$ cat src/rtl/serial_add_ctrl.sv
// Bit-serial adder sequencer: feeds an external 1-bit full adder LSB first and
// assembles the WIDTH-bit sum plus final carry, with a start/ready/done handshake.
module serial_add_ctrl #(
  parameter int WIDTH = 16
) (
  input  logic             clk,
  input  logic             rst,
  input  logic             start,
  input  logic [WIDTH-1:0] a,
  input  logic [WIDTH-1:0] b,
  input  logic             c_in,
  output logic             ready,
  output logic             done,
  output logic [WIDTH-1:0] sum,
  output logic             c_out,
  output logic             fa_a,
  output logic             fa_b,
  output logic             fa_cin,
  input  logic             fa_s,
  input  logic             fa_cout
);

  localparam int CW = $clog2(WIDTH) + 1;

  typedef enum logic [1:0] {
    IDLE = 2'd0,
    RUN  = 2'd1,
    DONE = 2'd2
  } state_e;

  state_e           state_q, state_d;
  logic [WIDTH-1:0] a_sh_q, a_sh_d;
  logic [WIDTH-1:0] b_sh_q, b_sh_d;
  logic [WIDTH-1:0] sum_q, sum_d;
  logic [CW-1:0]    count_q, count_d;
  logic             carry_q, carry_d;
  logic             c_out_q, c_out_d;
  logic             done_q, done_d;
  logic             ready_q, ready_d;

  always_comb begin
    state_d = state_q;
    a_sh_d  = a_sh_q;
    b_sh_d  = b_sh_q;
    sum_d   = sum_q;
    count_d = count_q;
    carry_d = carry_q;
    c_out_d = c_out_q;
    done_d  = 1'b0;
    ready_d = 1'b0;
    case (state_q)
      IDLE: begin
        ready_d = 1'b1;
        if (start) begin
          a_sh_d  = a;
          b_sh_d  = b;
          carry_d = c_in;
          count_d = '0;
          sum_d   = '0;
          c_out_d = 1'b0;
          state_d = RUN;
          ready_d = 1'b0;
        end
      end
      RUN: begin
        // Result bits enter at the MSB so bit 0 lands at sum[0] after WIDTH shifts.
        sum_d            = sum_q >> 1;
        sum_d[WIDTH-1]   = fa_s;
        carry_d          = fa_cout;
        a_sh_d           = a_sh_q >> 1;
        b_sh_d           = b_sh_q >> 1;
        count_d          = count_q + CW'(1);
        if (count_q == CW'(WIDTH - 1)) begin
          c_out_d = fa_cout;
          state_d = DONE;
          done_d  = 1'b1;
        end
      end
      DONE: begin
        state_d = IDLE;
        ready_d = 1'b1;
      end
      default: begin
        state_d = IDLE;
        ready_d = 1'b1;
      end
    endcase
  end

  always_ff @(posedge clk) begin
    if (rst) begin
      state_q <= IDLE;
      a_sh_q  <= '0;
      b_sh_q  <= '0;
      sum_q   <= '0;
      count_q <= '0;
      carry_q <= 1'b0;
      c_out_q <= 1'b0;
      done_q  <= 1'b0;
      ready_q <= 1'b1;
    end else begin
      state_q <= state_d;
      a_sh_q  <= a_sh_d;
      b_sh_q  <= b_sh_d;
      sum_q   <= sum_d;
      count_q <= count_d;
      carry_q <= carry_d;
      c_out_q <= c_out_d;
      done_q  <= done_d;
      ready_q <= ready_d;
    end
  end

  // Adder inputs are gated so the shared full adder sees zeros outside RUN.
  assign fa_a   = (state_q == RUN) & a_sh_q[0];
  assign fa_b   = (state_q == RUN) & b_sh_q[0];
  assign fa_cin = (state_q == RUN) & carry_q;

  assign ready = ready_q;
  assign done  = done_q;
  assign sum   = sum_q;
  assign c_out = c_out_q;

endmodule

$ cat config.mk
export PLATFORM = sky130hd
export DESIGN_NAME = serial_add_ctrl
export DESIGN_NICKNAME = d
export VERILOG_FILES = /design/src/rtl/serial_add_ctrl.sv
export SDC_FILE = /design/constraint.sdc
export NUM_CORES = 1
export LEC_CHECK = 0
export ABC_CLOCK_PERIOD_IN_PS = 1200
export BUFFER_PORTS_ARGS = -buffer_cell sky130_fd_sc_hd__clkbuf_2
export CORE_ASPECT_RATIO = 1.5
export CORE_MARGIN = 4
export CORE_UTILIZATION = 40
export CTS_CLUSTER_DIAMETER = 120
export DETAILED_ROUTE_END_ITERATION = 10
export PLACE_DENSITY_LB_ADDON = 0.08
export SLEW_MARGIN = 20
export SYNTH_ARGS = -nofsm -noshare
export SYNTH_HDL_FRONTEND = slang
export SYNTH_SLANG_ARGS = --single-unit
$ cat constraint.sdc
create_clock -name clk -period 1.2 [get_ports clk]
set_input_delay 0 -clock clk [delete_from_list [all_inputs] [get_ports clk]]
set_output_delay 0 -clock clk [all_outputs]
set_load 0.01 [all_outputs]
---- After elaboration in Yosys (flattened, before gate mapping) ----
Cells that the tools add are included.
operators by class
  multiplexer cells ....................... 19
  divide/modulo/power cells ............... 0
  $lt $le $gt $ge ......................... 0
  $add $sub $neg .......................... 1
  reduce and logical (&&, ||, !) cells .... 6
  multipliers ............................. 0
  equality and inequality tests ........... 4
  bitwise logic cells ..................... 4
  shift operators ......................... 0
operators with widths
  kind                                                             count
  16-bit case mux with 2 select lines                              3
  16-bit two-way mux                                               3
  5-bit case mux with 2 select lines                               1
  1-bit case mux with 2 select lines                               3
  5-bit by 1-bit adder with 5-bit output, second input constant    1
  5-bit by 4-bit == test with 1-bit output, second input constant  1
  1-bit two-way mux                                                5
  5-bit two-way mux                                                1
  2-bit two-way mux                                                2
  2-bit inequality test, second input constant                     2
  2-bit case mux with 2 select lines                               1
  2-bit AND reduction                                              2
  1-bit AND                                                        3
  3-bit AND reduction                                              1
  2-bit by 1-bit == test with 1-bit output, second input constant  1
  2-bit zero test                                                  1
  2-bit nonzero test                                               1
  2-bit OR reduction                                               1
  1-bit inverter                                                   1
storage, ports and cells
  bits in writable memories ............... 0
  memories kept ........................... 0
  word-level logic and storage cells ...... 43
  output and inout bits ................... 22
  bits of input ports ..................... 38
  ROM bits ................................ 0
  register bits ........................... 59
  latch bits .............................. 0

---- Longest topological paths before layout ----
  depth in word-level cells ............... 3
  depth in mapped cells ................... 6
  mapped depth without buffers ............ 6

---- Worst setup path after synthesis ----
No wires, ideal clock.
  path kind ............................... reg-to-reg
  from .................................... reg count_q[0]
  to ...................................... reg c_out_q (netlist: c_out)
  buffers on the path ..................... 0
  setup time .............................. 71 ps
  stages on the path, launching flop included .. 7
  required time ........................... 1129 ps
  arrival time ............................ 1218 ps
  clock period less this slack ............ 1289 ps
  slack ................................... -89 ps
  cell sequence ........................... dfxtp_1 > ha_1 > and3_1 > ha_1 > nand3b_1 > nand3_1 > a21oi_1
on the way
  cells in the longest elaborated chain, start to end .. 3
ends and longest elaborated chain
  what                                      RTL line  text
  start, declared                           35        logic [CW-1:0] count_q, count_d;
  start signal, assigned                    106       count_q <= count_d;
  5-bit by 4-bit == test with 1-bit output  73        if (count_q == CW'(WIDTH - 1)) begin
  2-bit inequality test (no source line)    --
  3-bit AND reduction (no source line)      --
  end signal, assigned                      108       c_out_q <= c_out_d;
  end, declared                             37        logic c_out_q, c_out_d;
No other way between the ends.
A chain may end at the register's enable or synchronous reset.

---- Worst setup path after layout ----
  from .................................... reg state_q[1]
  to ...................................... reg b_sh_q[6]
on the way
  cells in the longest elaborated chain, start to end .. 3
  elaborated cells on any way between the ends .. 6
  classes of those cells .................. eq/ne: 2; mux: 1; reduce/logical: 3
ends and longest elaborated chain
  what                                                                                 RTL line  text
  start, declared                                                                      31        state_e state_q, state_d;
  start signal, assigned                                                               102       state_q <= state_d;
  2-bit by 1-bit == test with 1-bit output / 2-bit zero test (equally long branches)   51        case (state_q)
  2-bit nonzero test (no source line) / 2-bit inequality test (equally long branches)  --
  2-bit AND reduction (no source line)                                                 --
  end signal, assigned                                                                 104       b_sh_q <= b_sh_d;
  end, declared                                                                        33        logic [WIDTH-1:0] b_sh_q, b_sh_d;
Several ways; a longest one is shown, not always the timed one.

==> reports/metrics.yaml <==
clkLatencyLatePin_ns: 0.33
max-clock-path-buffers: 2
rsz0062_at_grt: "true"
crit_required_ns: 1.45
grt_pass1_vias: 2297
synthToLayoutAreaGrowth_pct: 58.4
core_area_mm2: 0.00557
die_x_um: 70.3
drc: 0
firstDrtPassIters: 4
worstSetupPathType: "reg2reg"
ys_types: 30
synth_seq_cells: 59
clock_skew_ns: 0.00591
via_per_inst: 5.31
status: "complete, but fails checks"
worst_slack_ns: -0.0925
timing.fmax_mhz: 774
pin_count: 60
critPathCaptureType: "register"
final.setup.tns_ns: -2.38
grt_overflow: 0
peakVddDrop_uv: 682
drt_iter0_markers: 154
maxCapViolations: 0
worst_slew_pin_slew_ns: 0.288
p_total_mw: 4.83
cts_buffers: 9
cts-root-buf: "clkbuf_8"
synth_cells: 253
start_util_pct: 41.8
grt_usage_pct: 18.7
postLayoutCoreUtil_pct: 66.2
synth_nets: 293
cts.sinks: 59
fin_crit_ns: 1.29
synth_top_area_cell: "dfxtp_1"
path_max_fanout: 15
arrival_ns: 1.54
violations: "setup timing"
cts_tree: "built"
seq_area_frac_synth_pct: 50.7
post_drt_wl_per_cell_um: 15.0
final.period_utilization_pct: 108
post-place-cells: 375
clk_pin_slew_ns: 0.07
synth_top_cell_area_share_pct: 50.7
hpwl_mm: 3.58
setup_viol_count_final: 47
htreeDepth: 3
antenna_found_initial: 0
syn_area_per_cell_um2: 9.21
portBuffers: 59
r2r_slack_ns: -0.09
hold_viol_final: 0
drv_slew: 0
drive_above_1_share_pct: 42.5
fin_cells: 428
die_height_um: 101
vias: 2273
crit_chain: "buf_4, o21ba_4, buf_12, nor2_1, a211oi_1"
syn_area_mm2: 0.00233
slowest_stage: "dfxtp_4"
antenna_left: 0
cp-start-kind: "register"
netlist_top_cells_area: "dfxtp_1 (51%), a211oi_1 (9.7%), nor2_1 (9.2%), o22ai_1 (7.8%), a22oi_1 (6.1%)"
die-area_mm2: 0.00713
nNetsFinal: 393
grt_max_degree: 60
hold_ws_ns: 0.00270
p_leak_nw: 1.51
place_congestion: 0.726
slowest_delay_ns: 0.34
hold_class: "in2reg"
yosysWarnings: 0
powerDensity_mw_per_mm2: 1310
n_antenna_cell: 0
fp-row-count: 33
grt_pass1_wl_mm: 10.7
maxSlewHeadroom_pct: 80.8
routed_wl_mm: 6.42
what timing repair did:
action / 4_1_cts / 5_1_grt
pin swaps: 10 / 18
gates resized for setup: 24 / 34
hold buffers: 27 / 1
hold endpoints to repair: 27 / 1
setup endpoints to repair: 45 / 61
cloned: 2 / 1
buffers inserted: 5 / 1
per-stage QoR:
stage,cell area [um2],setup slack [ns]
after floorplan,2360,-0.00747
after global placement,2830,-0.0421
after detailed placement,2830,-0.0768
after CTS,3480,-0.115
after global routing,3690,-0.142
final,3690,-0.0925
cell usage in the layout, fill, tap and decap left out, types with 2 or more instances in the layout:
cell,count
buf_12,7
clkinv_2,2
dfxtp_1,55
buf_6,6
o22ai_1,24
o22ai_2,5
o2bb2ai_1,2
inv_1,2
buf_16,2
dfxtp_2,2
clkinvlp_4,2
clkbuf_8,12
nor2_1,55
dfxtp_4,2
ha_4,2
buf_4,14
a21oi_1,3
a22oi_1,3
a211oi_2,8
dlygate4sd3_1,28
nor2_2,2
and2_4,3
nand3_1,3
a211oi_1,24
clkbuf_2,56
nand2b_4,2
a22oi_2,16
report_power, final:
| part | internal, mW | total (mW) | leakage (nW) | switching [mW] |
|---|---|---|---|---|
| clock | 1.12 | 1.87 | 0.108 | 0.748 |
| combinational | 0.442 | 0.820 | 0.918 | 0.378 |
| sequential | 2.08 | 2.15 | 0.487 | 0.0666 |
| total | 3.64 | 4.83 | 1.51 | 1.19 |
worst paths after layout:
path                    from   endpoint  depth (start not counted)
setup / recovery  state_q[1]  b_sh_q[6]                          5
hold reg to reg        c_out      c_out                          2
hold / removal          a[3]  a_sh_q[3]                          3
setup reg to reg  state_q[1]  b_sh_q[6]                          5
Yosys cell counts:
library cell,number
dfxtp_1,59
nor2_1,57
a211oi_1,30
o22ai_1,29
a22oi_1,19
clkbuf_1,10
buf_2,9
a21oi_1,3
and2_1,3
buf_4,3
buf_6,3
inv_1,3
nand2b_1,3
nand3_1,3
a211oi_2,2
ha_1,2
o2bb2ai_1,2
a2bb2oi_1,1
and2b_1,1
and3_1,1
nand3b_1,1
nor3_1,1
nor3b_1,1
o211a_1,1
o211ai_1,1
o21a_1,1
o21ba_1,1
o21bai_1,1
or3_1,1
or3b_2,1
registers in the layout (all words and copies together), names as in the netlist:
name     cells
count_q      5
c_out        1
carry_q      1
ready        1
b_sh_q      16
state_q      2
done         1
a_sh_q      16
sum         16
logic make-up (layout without fill, tap and decap cells):
group / Yosys count / count (layout) / synth area share (%)
compound gates: 91 / 91 / 28.2
fa+ha+maj: 2 / 2 / 1.07
buf+inv: 28 / 133 / 6.44
flops: 59 / 59 / 50.7
simple gates: 73 / 73 / 13.5
area by class of cell:
| cell class | count | area, um2 |
|---|---|---|
| Tap cell | 70 | 87.6 |
| Inverter | 3 | 15.0 |
| Clock inverter | 4 | 47.5 |
| Clock buffer | 12 | 165 |
| Multi-Input combinational cell | 166 | 1230 |
| Fill cell | 475 | 1880 |
| Sequential cell | 59 | 1190 |
| Timing Repair Buffer | 114 | 953 |
worst max-delay path: cells and delay by family, from the launching register on:
kind	cells	cell delay, ns
simple gates	1	0.04
buf+inv	2	0.31
compound gates	2	0.51
flops	1	0.34
per-layer routing:
metal,share of wire [%],track usage [%]
met1,43,21.6
met2,49,31.6
met3,5.9,5.16
met4,2.3,9.59
met5,0,0
No activity file was read; power rests on OpenSTA's default activity.
